===== src/rtl/pipe_stage_skid_pkg.sv =====
// Shared definitions for the handshaked pipeline stage register and its perf counter.
package pipe_stage_skid_pkg;

  localparam int STAGE_CNT_W = 16;

  typedef enum logic [1:0] {
    ST_EMPTY,
    ST_FULL,
    ST_SKID
  } stage_state_e;

  // The stage keeps no separate state register: occupancy is the state.
  function automatic stage_state_e stage_state(input logic main_v, input logic skid_v);
    if (skid_v)      return ST_SKID;
    else if (main_v) return ST_FULL;
    else             return ST_EMPTY;
  endfunction

endpackage


===== src/rtl/pipe_stage_skid_sat_counter.sv =====
// Saturating event counter with synchronous clear; clear wins over increment.
module sat_counter
  import pipe_stage_skid_pkg::*;
#(
  parameter int W = STAGE_CNT_W
) (
  input  logic         clk,
  input  logic         rst,
  input  logic         inc,
  input  logic         clr,
  output logic [W-1:0] cnt
);

  logic [W-1:0] cnt_q, cnt_d;

  always_comb begin
    cnt_d = cnt_q;
    if (clr) begin
      cnt_d = '0;
    end else if (inc && (cnt_q != {W{1'b1}})) begin
      cnt_d = cnt_q + W'(1);
    end
  end

  always_ff @(posedge clk) begin
    if (rst) cnt_q <= '0;
    else     cnt_q <= cnt_d;
  end

  assign cnt = cnt_q;

endmodule


===== src/rtl/pipe_stage_skid.sv =====
// Valid/ready pipeline stage register with optional 2-entry skid buffer, flush and stall counter.
module pipe_stage_skid
  import pipe_stage_skid_pkg::*;
#(
  parameter int WIDTH = 32,
  parameter int SKID  = 1,
  parameter int CNT_W = STAGE_CNT_W
) (
  input  logic             clk,
  input  logic             rst,
  input  logic             flush,
  input  logic             up_valid,
  output logic             up_ready,
  input  logic [WIDTH-1:0] up_data,
  output logic             down_valid,
  input  logic             down_ready,
  output logic [WIDTH-1:0] down_data,
  input  logic             clr_stats,
  output logic [CNT_W-1:0] stall_cnt
);

  logic stall_inc;

  generate
    if (SKID != 0) begin : g_skid
      logic             main_v_q, main_v_d;
      logic             skid_v_q, skid_v_d;
      logic             rdy_q;
      logic             up_fire;
      logic [WIDTH-1:0] main_q, main_d;
      logic [WIDTH-1:0] skid_q, skid_d;
      stage_state_e     state;

      assign up_fire = up_valid && rdy_q;

      always_comb begin
        state    = stage_state(main_v_q, skid_v_q);
        main_v_d = main_v_q;
        skid_v_d = skid_v_q;
        main_d   = main_q;
        skid_d   = skid_q;
        case (state)
          ST_EMPTY: begin
            if (up_fire) begin
              main_v_d = 1'b1;
              main_d   = up_data;
            end
          end
          ST_FULL: begin
            if (up_fire && down_ready) begin
              main_d = up_data;
            end else if (up_fire) begin
              skid_v_d = 1'b1;
              skid_d   = up_data;
            end else if (down_ready) begin
              main_v_d = 1'b0;
            end
          end
          ST_SKID: begin
            if (down_ready) begin
              main_d   = skid_q;
              skid_v_d = 1'b0;
            end
          end
          default: begin
            main_v_d = 1'b0;
            skid_v_d = 1'b0;
          end
        endcase
        // A down_fire in the flush cycle has already left; nothing is replayed.
        if (flush) begin
          main_v_d = 1'b0;
          skid_v_d = 1'b0;
        end
      end

      // Stage boundary: control flops (reset) and payload flops (no reset).
      always_ff @(posedge clk) begin
        if (rst) begin
          main_v_q <= 1'b0;
          skid_v_q <= 1'b0;
          rdy_q    <= 1'b1;
        end else begin
          main_v_q <= main_v_d;
          skid_v_q <= skid_v_d;
          rdy_q    <= !skid_v_d;
        end
      end

      always_ff @(posedge clk) begin
        main_q <= main_d;
        skid_q <= skid_d;
      end

      assign up_ready   = rdy_q;
      assign down_valid = main_v_q;
      assign down_data  = main_q;
    end else begin : g_reg
      logic             main_v_q, main_v_d;
      logic             up_fire;
      logic [WIDTH-1:0] main_q, main_d;

      assign up_ready = !main_v_q || down_ready;
      assign up_fire  = up_valid && up_ready;

      always_comb begin
        main_v_d = main_v_q;
        main_d   = main_q;
        if (up_fire) begin
          main_v_d = 1'b1;
          main_d   = up_data;
        end else if (down_ready) begin
          main_v_d = 1'b0;
        end
        if (flush) main_v_d = 1'b0;
      end

      // Stage boundary: single register, combinational ready.
      always_ff @(posedge clk) begin
        if (rst) main_v_q <= 1'b0;
        else     main_v_q <= main_v_d;
      end

      always_ff @(posedge clk) begin
        main_q <= main_d;
      end

      assign down_valid = main_v_q;
      assign down_data  = main_q;
    end
  endgenerate

  assign stall_inc = down_valid && !down_ready && !flush;

  sat_counter #(
    .W(CNT_W)
  ) u_stall_cnt (
    .clk(clk),
    .rst(rst),
    .inc(stall_inc),
    .clr(clr_stats),
    .cnt(stall_cnt)
  );

endmodule


===== config.mk =====
export PLATFORM = sky130hd
export DESIGN_NAME = pipe_stage_skid
export DESIGN_NICKNAME = d
export VERILOG_FILES = /design/src/rtl/pipe_stage_skid_pkg.sv /design/src/rtl/pipe_stage_skid_sat_counter.sv /design/src/rtl/pipe_stage_skid.sv
export SDC_FILE = /design/constraint.sdc
export NUM_CORES = 1
export LEC_CHECK = 0
export CAP_MARGIN = 20
export CORE_MARGIN = 2
export CORE_UTILIZATION = 40
export CTS_BUF_LIST = sky130_fd_sc_hd__clkbuf_4 sky130_fd_sc_hd__clkbuf_8 sky130_fd_sc_hd__clkbuf_16
export CTS_CLUSTER_DIAMETER = 40
export DETAILED_ROUTE_END_ITERATION = 10
export DONT_BUFFER_PORTS = 1
export GPL_TIMING_DRIVEN = 0
export HOLD_SLACK_MARGIN = 0.06
export PLACE_DENSITY_LB_ADDON = 0.3
export SLEW_MARGIN = 5
export SYNTH_ARGS = -nofsm -noshare
export SYNTH_HDL_FRONTEND = slang
export SYNTH_SLANG_ARGS = --single-unit

===== constraint.sdc =====
create_clock -name clk -period 8.06 [get_ports clk]
set_input_delay 2.418 -clock clk [delete_from_list [all_inputs] [get_ports clk]]
set_output_delay 2.418 -clock clk [all_outputs]
set_load 0.05 [all_outputs]

=== Word level (Yosys, flattened, before mapping) ===
Index checks and enable logic that the tools add are counted.

* Logic and storage cells: 49
* Register bits after elaboration: 83
* Output and inout bits: 50

* Bitwise operators: 2
* Add/sub/neg operators: 1
* Mux-type cells: 16
* Reductions and logical operators: 15
* Eq/ne operators: 9

{| class="wikitable"
|+ Operators by type and width
! cell !! count
|-
| 2-to-1 mux 32 bit || 3
|-
| case mux 32 bit (3 select lines) || 1
|-
| adder 16 x 1 -> 16 bit (second input constant) || 1
|-
| inequality test 16 bit (second input constant) || 1
|-
| inequality test 2 bit (second input constant) || 6
|-
| 2-to-1 mux 1 bit || 9
|-
| case mux 1 bit (3 select lines) || 2
|-
| logical AND 1 bit || 5
|-
| AND reduction 5 bit || 1
|-
| AND reduction 4 bit || 1
|-
| OR reduction 2 bit || 2
|-
| logical NOT 1 bit || 3
|-
| AND reduction 3 bit || 1
|-
| nonzero test 3 bit || 1
|-
| equality test 2 x 1 -> 1 bit (second input constant) || 1
|-
| equality test 2 bit (second input constant) || 1
|-
| logical NOT 2 bit || 1
|-
| 2-to-1 mux 2 bit || 1
|-
| NOT 1 bit || 2
|}

=== Longest topological paths before layout ===
* Depth after elaboration: 6
* Mapped depth: 6

=== Modules after synthesis ===
From an unflattened synthesis, not the netlist that was laid out.

* Cell total of the unflattened synthesis: 219
* Area, all modules: 3509.6 um2

{| class="wikitable"
|+ By module, submodules not included
! module !! area each (um2) !! cells each !! instances
|-
| pipe_stage_skid || 2592.5 || 117 || 1
|-
| sat_counter || 917.1 || 102 || 1
|}

=== Worst setup path after synthesis ===
No wires, ideal clock.

* Path kind: in2reg
* Start: input up_valid
* End: register g_skid.rdy_q (netlist: up_ready)
* Required time: 7.727 ns
* Stages: 3
* Path buffers: 0
* Arrival: 6.420 ns
* Path slack: 1.306 ns
* Cells stage by stage: nand2_1 nor4b_1 o21ai_0

* Word-level cells in the longest chain between the ends: 6
* Elaborated cells on any way between the ends: 7
* Classes of those cells: 4 x mux; 3 x reduce/logical

{| class="wikitable"
|+ Ends and longest elaborated chain
! item !! RTL line !! RTL
|-
| from (decl) || pipe_stage_skid.sv:12 || <nowiki>input logic up_valid,</nowiki>
|-
| logical AND 1 bit (*) || pipe_stage_skid.sv:34 || <nowiki>assign up_fire = up_valid && rdy_q;</nowiki>
|-
| 2-to-1 mux 1 bit / logical AND 1 bit (equally long branches) || pipe_stage_skid.sv:52, pipe_stage_skid.sv:50 ||
|-
| 2-to-1 mux 1 bit (*) || pipe_stage_skid.sv:50 || <nowiki>if (up_fire && down_ready) begin</nowiki>
|-
| case mux 1 bit (3 select lines) (*) || pipe_stage_skid.sv:42 || <nowiki>case (state)</nowiki>
|-
| 2-to-1 mux 1 bit (*) || pipe_stage_skid.sv:71 || <nowiki>if (flush) begin</nowiki>
|-
| logical NOT 1 bit (*) || pipe_stage_skid.sv:86 || <nowiki>rdy_q <= !skid_v_d;</nowiki>
|-
| to (signal assigned) || pipe_stage_skid.sv:86 ||
|-
| to (decl) || pipe_stage_skid.sv:28 || <nowiki>logic rdy_q;</nowiki>
|}

Every way passes the cells marked *; elsewhere a longest branch is shown, timed or not.
A chain may end at the register's enable or synchronous reset.

=== Worst setup path in the final report ===
* Start: input down_ready
* End: register u_stall_cnt.cnt_q[15] (netlist: u_stall_cnt.cnt[15])

* Word-level cells in the longest chain between the ends: 4

{| class="wikitable"
|+ Ends and longest elaborated chain
! item !! RTL line !! RTL
|-
| from (decl) || pipe_stage_skid.sv:16 || <nowiki>input logic down_ready,</nowiki>
|-
| logical NOT 1 bit || pipe_stage_skid.sv:133 || <nowiki>assign stall_inc = down_valid && !down_ready && !flush;</nowiki>
|-
| logical AND 1 bit (2 in series) || pipe_stage_skid.sv:133 ||
|-
| logical AND 1 bit || pipe_stage_skid_sat_counter.sv:20 || <nowiki>end else if (inc && (cnt_q != {W{1'b1}})) begin</nowiki>
|-
| to (signal assigned) || pipe_stage_skid_sat_counter.sv:27 || <nowiki>else cnt_q <= cnt_d;</nowiki>
|-
| to (decl) || pipe_stage_skid_sat_counter.sv:14 || <nowiki>logic [W-1:0] cnt_q, cnt_d;</nowiki>
|}

No other way between the ends.

==> impl_metrics.csv <==
group,metric,value,unit
finish,area_growth,12.0,%
critical_path,crit_cells,4,
cts,clkTransAtPathRegs,80,ps
drt,drcViolationCount,0,
die,initial_core_util,0.416,
die,fp.dieW,94.1,µm
cts,postCtsHoldBufs,0,
sta,finalHoldViolations,0,
drt,wirelength,6200,µm
drt,vias_per_cell,5.59,
global_route,grt_max_degree,25,
critical_path,r2r-end,"u_stall_cnt.cnt[9]",
placement,preCtsSetupSlack,3930,ps
drt,drtIter0Drc,59,
finish,nNetsFinal,273,
placement,dp_cells,325,
global_route,busiest_layer,"met2",
synthesis,yosys.area.top_type,"edfxtp_1",
synthesis,synth_top_area_frac,0.592,
global_route,grt_pass1_wl,9790,µm
synthesis,ys_ff_latch,83,
critical_path,cp.required,8330,ps
die,fp.coreArea,7810,µm²
global_route,grtUsageMet2,0.223,
die,io_pins,88,
synthesis,synth_edf_count,64,
hold_path,hp-start,"g_skid.skid_q[30]",
synthesis,syn_nets,256,
pwr,finalPower,801,µW
job,drv_cap,0,
sta,rsz0062_at_grt,"no",
sta,relSlewSlack,0.330,
placement,portBuffers,0,
critical_path,rr_worst_depth,5,
synthesis,synthTopCellsByCount,"edfxtp_1, mux2_2, dfxtp_1, a21oi_1, nand2_1",
critical_path,reg2reg_from,"u_stall_cnt.cnt[1]",
synthesis,synth.avg_cell_area,15.0,µm²
critical_path,crit_family,"simple AND/OR/NAND/NOR gates",
global_route,use_met3,0.0586,
sta,final.min_clock_period,3780,ps
finish,antenna_cells,0,
finish,final_cells,341,
critical_path,end_kind,"register",
hold_path,hold_path.class,"reg2reg",
synthesis,ys_seq_area_frac,0.710,
cts,root_buffer,"clkbuf_8",
synthesis,synth_cell_types,34,
critical_path,r2r_slack,5350,ps
cts,clk_latency,340,ps
sta,worstMarginPinSlew,989,ps
sta,clock_skew,7.04,ps
sta,fmax,265,MHz
sta,fin_crit_sh,0.469,
cts,cts_max_level,3,
finish,nFillCells,713,
cts,cts_setup_buffers,0,
run_status,outcome,"finished clean",
placement,dp_hpwl,4430,µm
sta,whs,551,ps
critical_path,cp.buffers_inverters,0,
critical_path,cp.arrival,4050,ps
critical_path,crit_path_top_delay_cell,"or4_4",
cts,cts-resized-gates,0,
global_route,antenna_found_initial,0,
synthesis,synth.cell_area,3240,µm²
synthesis,synth_ff_type,"edfxtp_1",
die,die_h,94.1,µm
synthesis,yosysMostFrequentCell,"edfxtp_1",
cts,cts_tree,"yes",
sta,worst_slack,4280,ps
drt,vias,1905,
critical_path,worstSetupPathType,"in2reg",
placement,gp_congestion,0.858,
cts,cts_buffer_depth,2,
drt,antenna_left,0,
sta,finalSetupViolCount,0,
finish,layout-drive-gt1-share,0.243,
critical_path,start_kind,"input pin",
pwr,vdd_drop_max,0.0000796,V
critical_path,cpPeakStageDelay,590,ps
sta,slew_viol_final,0,
synthesis,yosys_warnings,0,
global_route,grt_pass1_vias,1885,
die,num_rows,32,
synthesis,syn_inst,217,
cts,cts.sinks,83,
global_route,track_usage,0.146,
critical_path,crit_path_max_fanout,6,
cts,cts_made_buffers,9,
critical_path,crit_path_cell_trace,"or3b_1 -> or4_4 -> or4_1 -> a21oi_1",
critical_path,cp-startpoint,"down_ready",
global_route,grt_util_met1,0.192,
pwr,p_leak,1.11,nW
die,die_area,8850,µm²
synthesis,async_flop_share,0,
drt,wire_per_inst,18.2,µm
drt,dr.pass1.iters,4,
pwr,powerDensity,220,nW/µm²
synthesis,synth_area_leaders,"edfxtp_1, dfxtp_1, mux2_2",
critical_path,endpoint,"u_stall_cnt.cnt[15]",
global_route,grt-ovfl-total,0,
-- area by class of cell --
| class | instances | area (µm²) | area share |
|---|---|---|---|
| clock buffers | 9 | 124 | 0.0341 |
| inverters | 2 | 7.51 | 0.00207 |
| plain buffers | 7 | 26.3 | 0.00723 |
| flip-flops and latches | 83 | 2300 | 0.633 |
| well taps | 102 | 128 | 0.0351 |
| repair buffers | 6 | 72.6 | 0.0200 |
| clock inverters | 7 | 52.6 | 0.0145 |
| multi-input cells | 125 | 922 | 0.254 |
-- cell usage in the layout, fill, tap and decap left out, types with 2 or more instances in the layout --
cell        netlist  final
nor2_1            8      7
buf_4             0      3
nand2_1          11     11
dfxtp_1          19     19
nor3_1            2      2
mux2_2           32     32
a21oi_1          11     11
o31ai_1           5      5
or3_1             8      8
clkinv_4          0      2
or2_2             2      2
o21ai_0          10     10
nand4_1           7      7
and3_1            2      2
clkbuf_1          4      4
nand3_1           3      3
inv_1             2      2
buf_6             0      2
clkbuf_8          0      9
buf_1             3      3
edfxtp_1         64     64
nor4_1            3      3
clkinvlp_4        0      3
o211ai_1          2      2
or4_1             5      5
-- per-stage QoR --
stage / setup TNS [ps] / area (µm²) / utilization
final: 0 / 3630 / 0.466
after global routing: 0 / 3630 / 0.466
after floorplan: 0 / 3240 / -
after global placement: -18230 / 3370 / 0.432
after CTS: 0 / 3630 / 0.466
after detailed placement: 0 / 3460 / 0.443
-- registers in the layout, indices dropped and copies added (netlist names) --
name and cells:
u_stall_cnt.cnt 16, down_valid 1, down_data 32, g_skid.skid_q 32, up_ready 1, g_skid.skid_v_q 1
-- power breakdown --
| group | internal, mW | switching [mW] | leakage, nW |
|---|---|---|---|
| registers | 0.476 | 0.0412 | 0.754 |
| logic | 0.0108 | 0.0118 | 0.281 |
| clock network | 0.113 | 0.148 | 0.0795 |
| total | 0.600 | 0.201 | 1.11 |
-- worst min path at each step --
stage                    end  slack, ps  cells past startpoint
2_1_floorplan   down_data[0]        520                      1
3_3_place_gp    down_data[9]        530                      1
3_5_place_dp    down_data[3]        530                      1
4_1_cts         down_data[6]        550                      1
5_1_grt        down_data[30]        570                      1
6_report       down_data[30]        550                      1
-- cell families (layout without fill, tap and decap cells) --
group,Yosys count,after routing,synth area share
buffers and inverters,9,31,0.0104
xor gates and xnor gates,1,1,0.00270
muxes,32,32,0.111
AOI/OAI and AO/OA,33,33,0.0609
and+or+nand+nor,58,58,0.101
DFF,83,83,0.710
adders and majority gates,1,1,0.00386
-- metal layers --
| layer | up-vias | wire [µm] |
|---|---|---|
| met5 | - | 0 |
| met4 | 0 | 63 |
| met3 | 6 | 513 |
| met2 | 78 | 2880 |
| met1 | 934 | 2740 |
| li1 | 887 | - |
Note: power is estimated with default switching activity, not from simulation.
